[config.mk]
export PLATFORM = sky130hd
export DESIGN_NAME = branch_update_unit_flat
export DESIGN_NICKNAME = d
export VERILOG_FILES = /design/src/rtl/branch_update_unit_if.sv /design/src/rtl/branch_update_unit.sv /design/src/flat_wrapper.sv
export SDC_FILE = /design/constraint.sdc
export NUM_CORES = 1
export LEC_CHECK = 0
export CORE_ASPECT_RATIO = 0.6
export CORE_MARGIN = 3
export CORE_UTILIZATION = 40
export CTS_BUF_LIST = sky130_fd_sc_hd__clkbuf_4
export CTS_CLUSTER_SIZE = 25
export DETAILED_ROUTE_END_ITERATION = 10
export SLEW_MARGIN = 20
export SYNTH_ARGS = -nofsm -noshare
export SYNTH_HDL_FRONTEND = slang
export SYNTH_SLANG_ARGS = --single-unit
export TNS_END_PERCENT = 10
[constraint.sdc]
create_clock -name clk -period 8.7 [get_ports clk]
set_input_delay 1.74 -clock clk [delete_from_list [all_inputs] [get_ports clk]]
set_output_delay 1.74 -clock clk [all_outputs]
set_load 0.05 [all_outputs]
[src/rtl/branch_update_unit_if.sv]
// Prediction/resolution/table-update bundle between the fetch/execute stages and
// branch_update_unit. The unit connects through the slave modport.
interface branch_update_unit_if #(
    parameter int unsigned DEPTH = 8,
    parameter int unsigned BHR_W = 4
);
    localparam int unsigned CNT_W = $clog2(DEPTH) + 1;

    logic               pred_valid;
    logic               pred_ready;
    logic [31:0]        pred_pc;
    logic               pred_taken;
    logic [BHR_W-1:0]   pred_bhr;
    logic [1:0]         pred_pht;

    logic               res_valid;
    logic               res_taken;
    logic [31:0]        res_target;

    logic               upd_valid;
    logic [3:0]         upd_bht_idx;
    logic [BHR_W-1:0]   upd_bhr;
    logic [BHR_W+2:0]   upd_pht_idx;
    logic [1:0]         upd_pht;

    logic               flush;
    logic [31:0]        redirect_pc;

    logic [CNT_W-1:0]   count;
    logic [15:0]        stat_resolved;
    logic [15:0]        stat_mispred;

    modport master (
        output pred_valid, pred_pc, pred_taken, pred_bhr, pred_pht,
        output res_valid, res_taken, res_target,
        input  pred_ready,
        input  upd_valid, upd_bht_idx, upd_bhr, upd_pht_idx, upd_pht,
        input  flush, redirect_pc, count, stat_resolved, stat_mispred
    );

    modport slave (
        input  pred_valid, pred_pc, pred_taken, pred_bhr, pred_pht,
        input  res_valid, res_taken, res_target,
        output pred_ready,
        output upd_valid, upd_bht_idx, upd_bhr, upd_pht_idx, upd_pht,
        output flush, redirect_pc, count, stat_resolved, stat_mispred
    );
endinterface

[src/rtl/branch_update_unit.sv]
// In-order queue of issued branch predictions, retired on resolve into a registered
// BHT/PHT write-back plus mispredict flush. Define BRU_STATS_EN to build the statistics counters.
module branch_update_unit #(
    parameter int unsigned DEPTH = 8,
    parameter int unsigned BHR_W = 4
) (
    input logic                 clk,
    input logic                 resetn,
    branch_update_unit_if.slave bus
);
    localparam int unsigned    PTR_W      = $clog2(DEPTH);
    localparam logic [PTR_W:0] FULL_COUNT = (PTR_W + 1)'(DEPTH);

    logic [31:0]      r_q_pc    [DEPTH];
    logic             r_q_taken [DEPTH];
    logic [BHR_W-1:0] r_q_bhr   [DEPTH];
    logic [1:0]       r_q_pht   [DEPTH];

    // Pointers carry an extra wrap bit so full and empty are distinguishable.
    logic [PTR_W:0]   r_head;
    logic [PTR_W:0]   r_tail;

    logic             r_upd_valid;
    logic [3:0]       r_upd_bht_idx;
    logic [BHR_W-1:0] r_upd_bhr;
    logic [BHR_W+2:0] r_upd_pht_idx;
    logic [1:0]       r_upd_pht;
    logic             r_flush;
    logic [31:0]      r_redirect_pc;

    logic [PTR_W:0]   w_count;
    logic             w_ready;
    logic             w_push;
    logic             w_pop;
    logic             w_mispred;

    logic [31:0]      w_head_pc;
    logic             w_head_taken;
    logic [BHR_W-1:0] w_head_bhr;
    logic [1:0]       w_head_pht;

    logic [3:0]       w_bht_idx;
    logic [BHR_W-1:0] w_new_bhr;
    logic [BHR_W+2:0] w_pht_idx;
    logic [1:0]       w_new_pht;
    logic [31:0]      w_redirect_pc;

    assign w_count = r_tail - r_head;
    assign w_ready = (w_count < FULL_COUNT);
    assign w_push  = bus.pred_valid & w_ready;
    assign w_pop   = bus.res_valid & (w_count != '0);

    assign w_head_pc    = r_q_pc[r_head[PTR_W-1:0]];
    assign w_head_taken = r_q_taken[r_head[PTR_W-1:0]];
    assign w_head_bhr   = r_q_bhr[r_head[PTR_W-1:0]];
    assign w_head_pht   = r_q_pht[r_head[PTR_W-1:0]];

    assign w_mispred = (bus.res_taken != w_head_taken);

    always_comb begin
        w_bht_idx = '0;
        for (int unsigned i = 0; i < 8; i++) begin
            w_bht_idx = w_bht_idx ^ w_head_pc[i*4 +: 4];
        end
    end

    // Index uses the history snapshot taken at prediction time, not the updated history.
    assign w_new_bhr = {w_head_bhr[BHR_W-2:0], bus.res_taken};
    assign w_pht_idx = {w_head_pc[2:0], w_head_bhr};

    always_comb begin
        w_new_pht = w_head_pht;
        if (bus.res_taken) begin
            if (w_head_pht != 2'b11) begin
                w_new_pht = w_head_pht + 2'd1;
            end
        end else begin
            if (w_head_pht != 2'b00) begin
                w_new_pht = w_head_pht - 2'd1;
            end
        end
    end

    assign w_redirect_pc = bus.res_taken ? bus.res_target : (w_head_pc + 32'd4);

    always_ff @(posedge clk) begin
        if (w_push) begin
            r_q_pc[r_tail[PTR_W-1:0]]    <= bus.pred_pc;
            r_q_taken[r_tail[PTR_W-1:0]] <= bus.pred_taken;
            r_q_bhr[r_tail[PTR_W-1:0]]   <= bus.pred_bhr;
            r_q_pht[r_tail[PTR_W-1:0]]   <= bus.pred_pht;
        end
    end

    // A mispredict empties the queue; a push in the same cycle is dropped by leaving tail alone.
    always_ff @(posedge clk or negedge resetn) begin
        if (!resetn) begin
            r_head <= '0;
            r_tail <= '0;
        end else if (w_pop && w_mispred) begin
            r_head <= r_tail;
        end else begin
            if (w_push) begin
                r_tail <= r_tail + 1'b1;
            end
            if (w_pop) begin
                r_head <= r_head + 1'b1;
            end
        end
    end

    always_ff @(posedge clk or negedge resetn) begin
        if (!resetn) begin
            r_upd_valid   <= 1'b0;
            r_upd_bht_idx <= '0;
            r_upd_bhr     <= '0;
            r_upd_pht_idx <= '0;
            r_upd_pht     <= '0;
            r_flush       <= 1'b0;
            r_redirect_pc <= '0;
        end else begin
            r_upd_valid <= w_pop;
            r_flush     <= w_pop & w_mispred;
            if (w_pop) begin
                r_upd_bht_idx <= w_bht_idx;
                r_upd_bhr     <= w_new_bhr;
                r_upd_pht_idx <= w_pht_idx;
                r_upd_pht     <= w_new_pht;
            end
            if (w_pop && w_mispred) begin
                r_redirect_pc <= w_redirect_pc;
            end
        end
    end

`ifdef BRU_STATS_EN
    logic [15:0] r_stat_resolved;
    logic [15:0] r_stat_mispred;

    always_ff @(posedge clk or negedge resetn) begin
        if (!resetn) begin
            r_stat_resolved <= '0;
            r_stat_mispred  <= '0;
        end else if (w_pop) begin
            if (r_stat_resolved != '1) begin
                r_stat_resolved <= r_stat_resolved + 16'd1;
            end
            if (w_mispred && (r_stat_mispred != '1)) begin
                r_stat_mispred <= r_stat_mispred + 16'd1;
            end
        end
    end

    assign bus.stat_resolved = r_stat_resolved;
    assign bus.stat_mispred  = r_stat_mispred;
`else
    assign bus.stat_resolved = '0;
    assign bus.stat_mispred  = '0;
`endif

    assign bus.pred_ready  = w_ready;
    assign bus.count       = w_count;
    assign bus.upd_valid   = r_upd_valid;
    assign bus.upd_bht_idx = r_upd_bht_idx;
    assign bus.upd_bhr     = r_upd_bhr;
    assign bus.upd_pht_idx = r_upd_pht_idx;
    assign bus.upd_pht     = r_upd_pht;
    assign bus.flush       = r_flush;
    assign bus.redirect_pc = r_redirect_pc;
endmodule

[src/flat_wrapper.sv]
// flat-port wrapper written by rule: the top's interface ports become plain ports
module branch_update_unit_flat 
#(
    parameter int unsigned DEPTH = 8,
    parameter int unsigned BHR_W = 4
)
  (clk, resetn, bus_pred_valid, bus_pred_pc, bus_pred_taken, bus_pred_bhr, bus_pred_pht, bus_res_valid, bus_res_taken, bus_res_target, bus_pred_ready, bus_upd_valid, bus_upd_bht_idx, bus_upd_bhr, bus_upd_pht_idx, bus_upd_pht, bus_flush, bus_redirect_pc, bus_count, bus_stat_resolved, bus_stat_mispred);
  branch_update_unit_if #(.DEPTH(DEPTH), .BHR_W(BHR_W)) bus_i ();
  input logic clk;
  input logic resetn;
  input wire logic [$bits(bus_i.pred_valid)-1:0] bus_pred_valid;
  input wire logic [$bits(bus_i.pred_pc)-1:0] bus_pred_pc;
  input wire logic [$bits(bus_i.pred_taken)-1:0] bus_pred_taken;
  input wire logic [$bits(bus_i.pred_bhr)-1:0] bus_pred_bhr;
  input wire logic [$bits(bus_i.pred_pht)-1:0] bus_pred_pht;
  input wire logic [$bits(bus_i.res_valid)-1:0] bus_res_valid;
  input wire logic [$bits(bus_i.res_taken)-1:0] bus_res_taken;
  input wire logic [$bits(bus_i.res_target)-1:0] bus_res_target;
  output wire logic [$bits(bus_i.pred_ready)-1:0] bus_pred_ready;
  output wire logic [$bits(bus_i.upd_valid)-1:0] bus_upd_valid;
  output wire logic [$bits(bus_i.upd_bht_idx)-1:0] bus_upd_bht_idx;
  output wire logic [$bits(bus_i.upd_bhr)-1:0] bus_upd_bhr;
  output wire logic [$bits(bus_i.upd_pht_idx)-1:0] bus_upd_pht_idx;
  output wire logic [$bits(bus_i.upd_pht)-1:0] bus_upd_pht;
  output wire logic [$bits(bus_i.flush)-1:0] bus_flush;
  output wire logic [$bits(bus_i.redirect_pc)-1:0] bus_redirect_pc;
  output wire logic [$bits(bus_i.count)-1:0] bus_count;
  output wire logic [$bits(bus_i.stat_resolved)-1:0] bus_stat_resolved;
  output wire logic [$bits(bus_i.stat_mispred)-1:0] bus_stat_mispred;
  assign bus_i.pred_valid = bus_pred_valid;
  assign bus_i.pred_pc = bus_pred_pc;
  assign bus_i.pred_taken = bus_pred_taken;
  assign bus_i.pred_bhr = bus_pred_bhr;
  assign bus_i.pred_pht = bus_pred_pht;
  assign bus_i.res_valid = bus_res_valid;
  assign bus_i.res_taken = bus_res_taken;
  assign bus_i.res_target = bus_res_target;
  assign bus_pred_ready = bus_i.pred_ready;
  assign bus_upd_valid = bus_i.upd_valid;
  assign bus_upd_bht_idx = bus_i.upd_bht_idx;
  assign bus_upd_bhr = bus_i.upd_bhr;
  assign bus_upd_pht_idx = bus_i.upd_pht_idx;
  assign bus_upd_pht = bus_i.upd_pht;
  assign bus_flush = bus_i.flush;
  assign bus_redirect_pc = bus_i.redirect_pc;
  assign bus_count = bus_i.count;
  assign bus_stat_resolved = bus_i.stat_resolved;
  assign bus_stat_mispred = bus_i.stat_mispred;
  branch_update_unit #(.DEPTH(DEPTH), .BHR_W(BHR_W)) u_core (.clk(clk), .resetn(resetn), .bus(bus_i));
endmodule
* Yosys cells after proc, flatten, opt, wreduce, memory -nomap -nowiden
Memories as Yosys holds them, arrays and structs flattened.
Index checks and enable logic that the tools add are counted.
** Operators by class
- Add/subtract/negate cells :: 6
- $lt $le $gt $ge :: 1
- Equal/unequal tests :: 2
- Multiplexer cells :: 8
- Bitwise logic cells :: 11
- Reductions and logical operators :: 5
** Operators by type and width (count)
- $add 32x3->32 const B :: 1
- $mux 32 :: 1
- $xor 4x4->4 :: 7
- $add 4x1->4 const B :: 2
- $mux 4 :: 2
- $mux 2 :: 3
- $lt 4x4->1 const B :: 1
- $reduce_bool 2->1 :: 2
- $reduce_bool 4->1 :: 1
- $sub 4x4->4 :: 1
- $and 1x1->1 :: 3
- $add 2x1->2 const B :: 1
- $mux 1 :: 2
- $ne 2x2->1 const B :: 1
- $reduce_and 2->1 :: 1
- $sub 2x1->2 const B :: 1
- $logic_and 1x1->1 :: 1
- $ne 1x1->1 :: 1
- $not 1->1 :: 1
** Storage, ports and cells
- Register bits after elaboration :: 59
- Bits in writable memories :: 312
- Bits of input ports :: 76
- Output and inout port bits :: 88
- Logic and storage cells :: 46
- Memories :: 4
** Memory list
- u_core.r_q_pc :: words 8, bits a word 32, rd ports 1, clocked after memory_dff 0, write ports 1, RTL line branch_update_unit.sv:14 : logic [31:0] r_q_pc [DEPTH];
- u_core.r_q_bhr :: words 8, bits a word 4, rd ports 1, clocked after memory_dff 0, write ports 1, RTL line branch_update_unit.sv:16 : logic [BHR_W-1:0] r_q_bhr [DEPTH];
- u_core.r_q_pht :: words 8, bits a word 2, rd ports 1, clocked after memory_dff 0, write ports 1, RTL line branch_update_unit.sv:17 : logic [1:0] r_q_pht [DEPTH];
- u_core.r_q_taken :: words 8, bits a word 1, rd ports 1, clocked after memory_dff 0, write ports 1, RTL line branch_update_unit.sv:15 : logic r_q_taken [DEPTH];

* Logic depth before layout (Yosys ltp)
Gate-level depths: netlist of the first run.
An unclocked memory read counts as a cell.
- Word-level depth :: 8
- Depth in mapped cells :: 21

* Least setup slack after synthesis of the first run
OpenSTA, ideal clock, no wires.
- Path kind :: register to register
- Start :: register u_core.r_head[1]
- End :: memory u_core.r_q_bhr[5][0] (enable)
- Setup time :: 492 ps
- Data arrival time :: 6740 ps
- Required time :: 8208 ps
- Slack :: 1468 ps
- Cell stages (with the launch flop) :: 14
- Path buffers :: 7
- Period minus slack after synthesis :: 7232 ps
- Cell sequence :: dfrtp_1 > buf_2 > buf_2 > buf_2 > buf_2 > buf_2 > buf_2 > buf_1 > inv_1 > ha_1 > a31oi_1 > xnor2_1 > nand3_1 > nor3b_1
** On the way
- Longest elaborated chain between the ends :: 5
** RTL lines
- start, declared :: RTL line branch_update_unit.sv:20 : logic [PTR_W:0] r_head;
- start signal, assigned :: RTL line branch_update_unit.sv:101 : r_head <= r_tail;
- start signal, assigned :: RTL line branch_update_unit.sv:107 : r_head <= r_head + 1'b1;
- $sub 4x4->4 :: RTL line branch_update_unit.sv:48 : assign w_count = r_tail - r_head;
- $lt 4x4->1 :: RTL line branch_update_unit.sv:49 : assign w_ready = (w_count < FULL_COUNT);
- via bus_pred_ready :: RTL line flat_wrapper.sv:19 : output wire logic [$bits(bus_i.pred_ready)-1:0] bus_pred_ready;
- $and 1x1->1 :: RTL line branch_update_unit.sv:50 : assign w_push = bus.pred_valid & w_ready;
- $mux 1 :: RTL line branch_update_unit.sv:87 : if (w_push) begin
- $mux 1 (not written as such) :: RTL line branch_update_unit.sv:90 : r_q_bhr[r_tail[PTR_W-1:0]] <= bus.pred_bhr;
- end, declared :: RTL line branch_update_unit.sv:16
The timed path passes the listed nets, and every way through them passes these cells.

* Worst setup path after layout of the first run
- Start :: register u_core.r_head[2]
- End :: output bus_pred_ready
** On the way
- Longest elaborated chain between the ends :: 2
** RTL lines (RTL line)
- $sub 4x4->4 :: branch_update_unit.sv:48
- $lt 4x4->1 :: branch_update_unit.sv:49
- end, declared :: flat_wrapper.sv:19
Every way passes these cells.

==> flow_summary.yaml, run 1 <==
min_path:
  hold_class: "reg2reg"
  hold_path_startpoint: "u_core.bus.redirect_pc[3]"
worst_setup_path:
  crit_path_start_kind: "flip-flop"
  rr_startpoint: "u_core.r_head[2]"
  crit_start: "u_core.r_head[2]"
  cp-end-kind: "primary output"
  slowest_delay_ps: 940
  slowest_stage: "dfrtp_1"
  cp_data_required_time_ps: 6960
  path_delay_family: "buffers and inverters"
  cp_max_fo: 20
  critical_path_class: "reg2out"
  crit_buf_inv: 2
  path_cells: "inv_2 -> ha_1 -> a21o_1 -> a31oi_1 -> xnor2_1 -> clkdlybuf4s50_1"
  worst_ep_arrival_time_ps: 3650
clock_tree:
  cts_buffer_depth: 3
  post_cts_resized: 0
  cts_root_buffer: "clkbuf_4"
  cts_tree: "built"
  clkTransAtPathRegs_ps: 60
  cts.htree.levels: 3
  cts_setup_buffers: 0
  ctsHoldBuffers: 0
  cts.sinks: 368
  clk_latency_ps: 800
  cts_buffers: 86
routing:
  finalWirelength_mm: 37.98
  via_count: 8648
  drc_errors: 0
  drt_iter0_drc: 755
  ant_nets: 0
  viasPerCell: 5.154
  wl_per_cell_um: 22.63
  first_pass_iters: 5
die:
  rows: 55
  die_area_mm2: 0.04129
  pin_count: 164
  initial_core_util: 0.4087
  core-area_mm2: 0.03799
  die_w_um: 260.3
  die_y_um: 158.6
synthesis:
  synth_ff_type: "edfxtp_1"
  synthTopCellsByArea: "edfxtp_1 (60%), dfrtp_1 (9.0%), mux4_2 (8.8%)"
  yosysUniqueCellTypes: 55
  netlist.area_leader.share: 0.6035
  async_reset_ff_frac: 0.1522
  netlist_instances: 908
  yosysTopAreaCell: "edfxtp_1"
  yosysWarnings: 0
  syn-cell-area_mm2: 0.01552
  syn_area_per_cell_um2: 17.10
  yosysSeqAreaShare: 0.6937
  synth-edff-count: 312
  synth_seq_cells: 368
placement:
  place_inst: 1524
  io_buffers: 131
  pre_cts_slack_ps: 3799
  hpwl_mm: 24.52
  gp_congestion: 0.8320
layout:
  final_cell_mix: "edfxtp_1 (312), clkdlybuf4s50_1 (129), clkbuf_4 (120), nand2_1 (68), mux4_2 (61)"
  finalNonFillerCells: 1678
  final_common_cell: "edfxtp_1"
  areaGrowthSynthToFinish_pct: 18.38
  fin_nets: 1182
  drive_above_1_share: 0.2062
  fillers: 3284
pwr:
  p_sw_frac: 0.4082
  power.internal_w: 0.004255
  clkPwrFrac: 0.197
  power_w: 0.007191
  leakage_nw: 6.418
  ir_drop_v: 0.0002011
  p_sw_w: 0.002935
  power_density_mw_per_mm2: 391.2
  p_comb_frac: 0.445
  seqPwrFrac: 0.358
sta:
  fin_worst_skew_ps: 44.97
  period_needed_ps: 5390
  drv_slew: 0
  fin_hold_ws_ps: 476.5
  fin_ws_ps: 3310
  rsz0062_at_grt: "no"
  setup_viol: 0
  clock.fmax_mhz: 185.5
  tns_ps: 0
  finalHoldViolCount: 0
  max_slew.worst_pin.slew_ps: 1082
  slew-limit-headroom: 0.2732
  period_share: 0.6196
global_routing:
  grt_use_total: 0.1900
  grt_pass1_vias: 8935
  grt_pass1_wl_mm: 57.19
  grt_max_degree: 59
  grt_overflow: 0
  antenna_found_initial: 1
run_status:
  status: "complete, no violations"
job:
  maxCapViolations: 0
-- layout make-up --
cell class / count / area (um^2) / area share
Timing Repair Buffer: 153 / 1466 / 0.07979
Tap cell: 513 / 641.9 / 0.03492
Clock buffer: 120 / 900.9 / 0.04902
Sequential cell: 368 / 10780 / 0.5864
Multi-Input combinational cell: 477 / 4330 / 0.2356
Clock inverter: 33 / 210.2 / 0.01144
Antenna cell: 1 / 2.502 / 0.0001362
Inverter: 13 / 48.80 / 0.002655
-- flip-flops by register name, indices dropped and copies added, names as in the netlist --
register,flops
u_core.bus.redirect_pc,32
u_core.bus.upd_pht_idx,7
u_core.bus.upd_pht,2
u_core.bus.upd_bht_idx,4
u_core.bus.upd_bhr,1
u_core.r_head,4
u_core.bus.flush,1
u_core.r_q_pht,16
u_core.r_q_bhr,32
u_core.r_tail,4
u_core.r_q_taken,8
u_core.bus.upd_valid,1
u_core.r_q_pc,256
-- routing by layer --
metal,GRT usage,vias to the layer above,wire length (um)
met5,0,-,0
met4,0.06494,0,790
met3,0.04816,51,2424
met2,0.2849,298,17380
met1,0.2726,4403,17380
li1,-,3896,-
-- metrics by stage --
stage,utilization,cell area [um^2]
4_1_cts,0.4838,18380
5_1_grt,0.4838,18380
2_1_floorplan,-,15640
6_report,0.4838,18380
3_5_place_dp,0.4545,17270
3_3_place_gp,0.4545,17270
-- power groups by stage --
stage	Sequential [W]	Combinational, W	Clock, W
final	0.00257	0.00320	0.00142
after global routing	0.00262	0.00343	0.00157
after CTS	0.00259	0.00322	0.00147
after detailed placement	0.00262	0.00321	0
after global placement	0.00262	0.00318	0
after floorplan	0.00282	0.00203	0
-- worst paths after layout --
path                                                   end  slack [ps]  cells after the start
worst max-delay path                        bus_pred_ready        3310                      6
worst min-delay path             u_core.bus.redirect_pc[3]         480                      2
worst max register to register  u_core.bus.redirect_pc[18]        3860                     13
worst min register to register   u_core.bus.redirect_pc[3]         480                      2
max in group asynchronous                 u_core.r_head[0]        7010                      2
min in group asynchronous        u_core.bus.redirect_pc[2]        1110                      2
-- cell usage after synthesis (all sizes together) (2+ instances only) --
master  number
edfxtp     312
nor3        14
nor4         8
and3         7
xor2        15
o31ai        3
mux4        78
a31oi        6
or3          2
nand2b       5
buf         64
o211ai       3
clkbuf      17
inv         13
and2         9
ha           6
mux2i       32
dfrtp       56
a21oi       33
mux2         2
o22ai        5
o21ai       29
nand3       20
or4          4
nand3b       3
nor3b        9
nand2       69
xnor2       40
nor2        33
a21o         2
-- worst min-delay path, delay by kind of cell, from the launching register on --
kind | cells | cell delay [ps]
DFF | 1 | 340
AOI/OAI and AO/OA | 1 | 60
and+or+nand+nor | 1 | 40
-- logic make-up (layout without fill, tap and decap cells) --
logic type,after synthesis,in the layout,synth area share
simple gates,187,187,0.06125
buf+inv,94,319,0.03788
flops,368,368,0.6937
compound gates,83,83,0.02950
fa+ha+maj,8,8,0.006770
xor+xnor,55,55,0.03103
other cells,1,33,0.0002415
mux,112,112,0.1396
(Power assumes the default switching activity.)
==> run 2: changes to the inputs <==
clock period = 5.1 ns   (was 8.7 ns; I/O delays follow)
==> flow_summary.yaml, run 2 (synthesis gave the netlist of run 1 again) <==
clock_tree:
  cts_root_buffer: "clkbuf_4"
  post_cts_resized: 0
  cts_buffers: 86
  cts.htree.levels: 3
  clkTransAtPathRegs_ps: 80
  cts_buffer_depth: 3
  cts.sinks: 368
  ctsHoldBuffers: 0
  cts_setup_buffers: 0
  clk_latency_ps: 760
  cts_tree: "built"
global_routing:
  grt_pass1_wl_mm: 58.04
  antenna_found_initial: 0
  grt_use_total: 0.1941
  grt_pass1_vias: 8980
  grt_max_degree: 58
  grt_overflow: 0
sta:
  clock.fmax_mhz: 227.0
  slew-limit-headroom: 0.3706
  drv_slew: 0
  rsz0062_at_grt: "no"
  period_share: 0.8638
  fin_worst_skew_ps: 59.55
  finalHoldViolCount: 0
  period_needed_ps: 4405
  max_slew.worst_pin.slew_ps: 944.1
  setup_viol: 0
  tns_ps: 0
worst_setup_path:
  critical_path_class: "reg2out"
  crit_path_start_kind: "flip-flop"
  rr_startpoint: "u_core.r_head[0]"
  slowest_stage: "clkdlybuf4s50_1"
  rrSetupSlack_ps: 1030
  timing.rr.end: "u_core.bus.redirect_pc[24]"
  cp-endpoint: "bus_pred_ready"
  cp_max_fo: 10
  path_cells: "ha_1 -> a21o_1 -> a31oi_1 -> xnor2_2 -> clkdlybuf4s50_1"
  cp-end-kind: "primary output"
  worstRegToRegCells: 9
  cp_data_required_time_ps: 4080
  crit_start: "u_core.r_tail[2]"
  slowest_delay_ps: 890
  worst_ep_arrival_time_ps: 3390
run_status:
  status: "complete, no violations"
layout:
  largest_reg_flops: 256
  areaGrowthSynthToFinish_pct: 18.98
  stdcell_area_mm2: 0.01847
  final_common_cell: "edfxtp_1"
  fillers: 3245
  drive_above_1_share: 0.2179
  fin_nets: 1189
  final_cell_mix: "edfxtp_1 (312), clkbuf_4 (131), clkdlybuf4s50_1 (129), nand2_1 (68), mux4_2 (61)"
  num_antenna_cells: 0
routing:
  wl_per_cell_um: 23.16
  viasPerCell: 5.196
  drt_iter0_drc: 727
  ant_nets: 0
  drc_errors: 0
  via_count: 8771
  finalWirelength_mm: 39.09
  first_pass_iters: 5
die:
  initial_core_util: 0.4087
  rows: 55
  die_area_mm2: 0.04129
  pin_count: 164
  core-area_mm2: 0.03799
  die_w_um: 260.3
  die_y_um: 158.6
min_path:
  hold_class: "in2async"
pwr:
  power_density_mw_per_mm2: 672.3
  ir_drop_v: 0.0003473
  leakage_nw: 6.492
job:
  maxCapViolations: 0
placement:
  io_buffers: 131
  gp_congestion: 0.7760
  hpwl_mm: 25.26
  post_dp_cell_area_mm2: 0.01739
run 2: routing by layer:
metal | share of wire | wire length, um | track usage
met5 | 0 | 0 | 0
met4 | 0.011 | 417 | 0.04506
met3 | 0.064 | 2503 | 0.04896
met2 | 0.46 | 17900 | 0.2946
met1 | 0.47 | 18270 | 0.2843
run 2: per-stage QoR:
step	power (W)	setup slack, ps	hold WS (ps)	utilization	std cells
3_5_place_dp	0.01017	1054	470.8	0.4577	1531
5_1_grt	0.01309	508.6	370.4	0.4863	1688
6_report	0.01242	694.6	412.3	0.4863	1688
2_1_floorplan	0.008318	2.854	480.9	-	939
4_1_cts	0.01252	626.8	339.6	0.4863	1688
3_3_place_gp	0.01011	1132	461.6	0.4577	1531
run 2: where the power goes:
part	total, W	leakage, nW	switching (W)	internal, W
clock	0.00232	0.662	0.00114	0.00118
combinational	0.00582	2.34	0.00366	0.00216
sequential	0.00428	3.49	0.000351	0.00392
run 2: worst max-delay path, delay by kind of cell, from the launching register on:
kind            cells  cell delay (ps)
buf+inv             1              890
flops               1              730
compound gates      2              400
fa+ha+maj           1              380
xor+xnor            1              230
run 2: area by class of cell:
| cell class | count | area, um^2 | share of cell area |
|---|---|---|---|
| sequential | 368 | 10780 | 0.5835 |
| multi-input combinational | 477 | 4375 | 0.2369 |
| timing repair buffer | 160 | 1544 | 0.08359 |
| clock buffer | 131 | 983.4 | 0.05324 |
| tap | 513 | 641.9 | 0.03475 |
| clock inverter | 26 | 100.1 | 0.005419 |
| inverter | 13 | 48.80 | 0.002642 |
run 2: how the worst min path moves through the flow:
stage | from | end | depth (start not counted)
after global routing | resetn | u_core.r_tail[2] | 1
after detailed placement | u_core.bus.redirect_pc[7] | u_core.bus.redirect_pc[7] | 2
after global placement | u_core.bus.redirect_pc[6] | u_core.bus.redirect_pc[6] | 2
after floorplan | u_core.r_tail[3] | u_core.r_tail[3] | 1
final | resetn | u_core.r_tail[2] | 1
after CTS | resetn | u_core.r_tail[2] | 1
==> run 3: changes to the inputs <==
PLACE_DENSITY = 0.58   (was default)
SETUP_SLACK_MARGIN = 0.05   (was default)
==> flow_summary.yaml, run 3 (synthesis gave the netlist of run 1 again) <==
worst_setup_path:
  timing.rr.end: "u_core.bus.redirect_pc[24]"
  rr_startpoint: "u_core.r_head[0]"
  critical_path_class: "reg2out"
  worstRegToRegCells: 12
  cp_data_required_time_ps: 4080
  cp-end-kind: "primary output"
  crit_path_start_kind: "flip-flop"
  rrSetupSlack_ps: 1050
  cp_max_fo: 10
  worst_ep_arrival_time_ps: 3450
pwr:
  p_sw_w: 0.005029
  ir_drop_v: 0.0003406
  p_sw_frac: 0.4091
  p_comb_frac: 0.460
  clkPwrFrac: 0.189
  power_density_mw_per_mm2: 665.3
  power.internal_w: 0.007264
  seqPwrFrac: 0.351
  leakage_nw: 6.479
routing:
  via_count: 8687
  finalWirelength_mm: 38.55
  drt_iter0_drc: 719
  viasPerCell: 5.149
  drc_errors: 0
  wl_per_cell_um: 22.85
  ant_nets: 0
  first_pass_iters: 5
clock_tree:
  cts_setup_buffers: 0
  cts.sinks: 368
  post_cts_resized: 0
  cts_buffer_depth: 3
  clk_latency_ps: 770
  cts_root_buffer: "clkbuf_4"
  cts_tree: "built"
  cts_buffers: 85
  ctsHoldBuffers: 0
  cts.htree.levels: 3
  clkTransAtPathRegs_ps: 80
sta:
  tns_ps: 0
  period_needed_ps: 4472
  fin_hold_ws_ps: 436.7
  period_share: 0.8768
  drv_slew: 0
  rsz0062_at_grt: "no"
  finalHoldViolCount: 0
  slew-limit-headroom: 0.3330
  max_slew.worst_pin.slew_ps: 1000
  setup_viol: 0
  fin_worst_skew_ps: 52.07
  clock.fmax_mhz: 223.6
die:
  die_w_um: 260.3
  die_area_mm2: 0.04129
  rows: 55
  core-area_mm2: 0.03799
  die_y_um: 158.6
  pin_count: 164
  initial_core_util: 0.4087
job:
  maxCapViolations: 0
placement:
  gp_congestion: 0.7753
  hpwl_mm: 24.84
  post_dp_cell_area_mm2: 0.01739
  place_inst: 1531
  io_buffers: 131
layout:
  fin_nets: 1188
  largest_reg_flops: 256
  fillers: 3244
  areaGrowthSynthToFinish_pct: 19.02
  final_core_util: 0.4864
  finalNonFillerCells: 1687
  num_antenna_cells: 0
  seq_area_mm2: 0.01078
  multi_input_area_mm2: 0.004387
  stdcell_area_mm2: 0.01848
  final_common_cell: "edfxtp_1"
  final_cell_mix: "edfxtp_1 (312), clkdlybuf4s50_1 (129), clkbuf_4 (123), nand2_1 (68), mux4_2 (61)"
  drive_above_1_share: 0.2138
global_routing:
  grt_overflow: 0
  grt_pass1_vias: 8884
  use_met3: 0.04705
  grt_use_total: 0.1909
  gr-usage-met2: 0.2801
  busiest_layer: "met1"
  grt_max_degree: 58
  grt_pass1_wl_mm: 57.06
  grt_use_met1: 0.2869
  antenna_found_initial: 0
min_path:
  hold_class: "in2async"
run_status:
  status: "complete, no violations"
run 3: changes by cell type in the layout (fill, tap and decap cells not counted), sizes merged:
| cell | delta |
|---|---|
| clkbuf | -8 |
| inv | -2 |
| bufinv | +1 |
| clkinv | +7 |
| clkinvlp | +1 |
run 3: worst max path at each step:
stage / start / to / slack (ps) / cells past startpoint
2_1_floorplan: u_core.r_head[1] / u_core.r_q_bhr[5][0] / 130 / 14
3_3_place_gp: u_core.r_head[0] / u_core.r_tail[1] / 1160 / 13
3_5_place_dp: u_core.r_head[0] / u_core.bus.redirect_pc[24] / 1120 / 12
4_1_cts: u_core.r_head[1] / bus_pred_ready / 540 / 6
5_1_grt: u_core.r_head[1] / bus_pred_ready / 440 / 6
6_report: u_core.r_tail[2] / bus_pred_ready / 630 / 5
run 3: through the flow:
stage / setup slack, ps / total power (W)
3_3_place_gp: 1155 / 0.01006
2_1_floorplan: 131.6 / 0.008347
5_1_grt: 441.3 / 0.01303
3_5_place_dp: 1123 / 0.01009
6_report: 628.3 / 0.01229
4_1_cts: 536.0 / 0.01244
run 3: worst max-delay path: stages, from the launching register on:
cell and delay (ps):
dfrtp_1 740, ha_1 380, a21o_1 170, a31oi_1 360, xnor2_4 200, clkdlybuf4s50_1 850
run 3: area by class of cell:
type,count,area share
clock buffer,123,0.04997
multi-input combinational,477,0.2374
tap,513,0.03474
timing repair buffer,160,0.08288
clock inverter,33,0.009074
inverter,13,0.002641
sequential,368,0.5833
run 3: power by group through the flow:
stage                     Combinational [W]  Clock (W)  Sequential, W
after floorplan                     0.00357          0        0.00478
after CTS                           0.00572    0.00240        0.00432
final                               0.00566    0.00232        0.00431
after global placement              0.00569          0        0.00438
after detailed placement            0.00571          0        0.00439
after global routing                0.00606    0.00259        0.00438
run 3: routing by layer:
metal  up-vias  wire length, um
li1       3912                -
met1      4454            18490
met2       286            17350
met3        35             2285
met4         0              425
met5         -                0
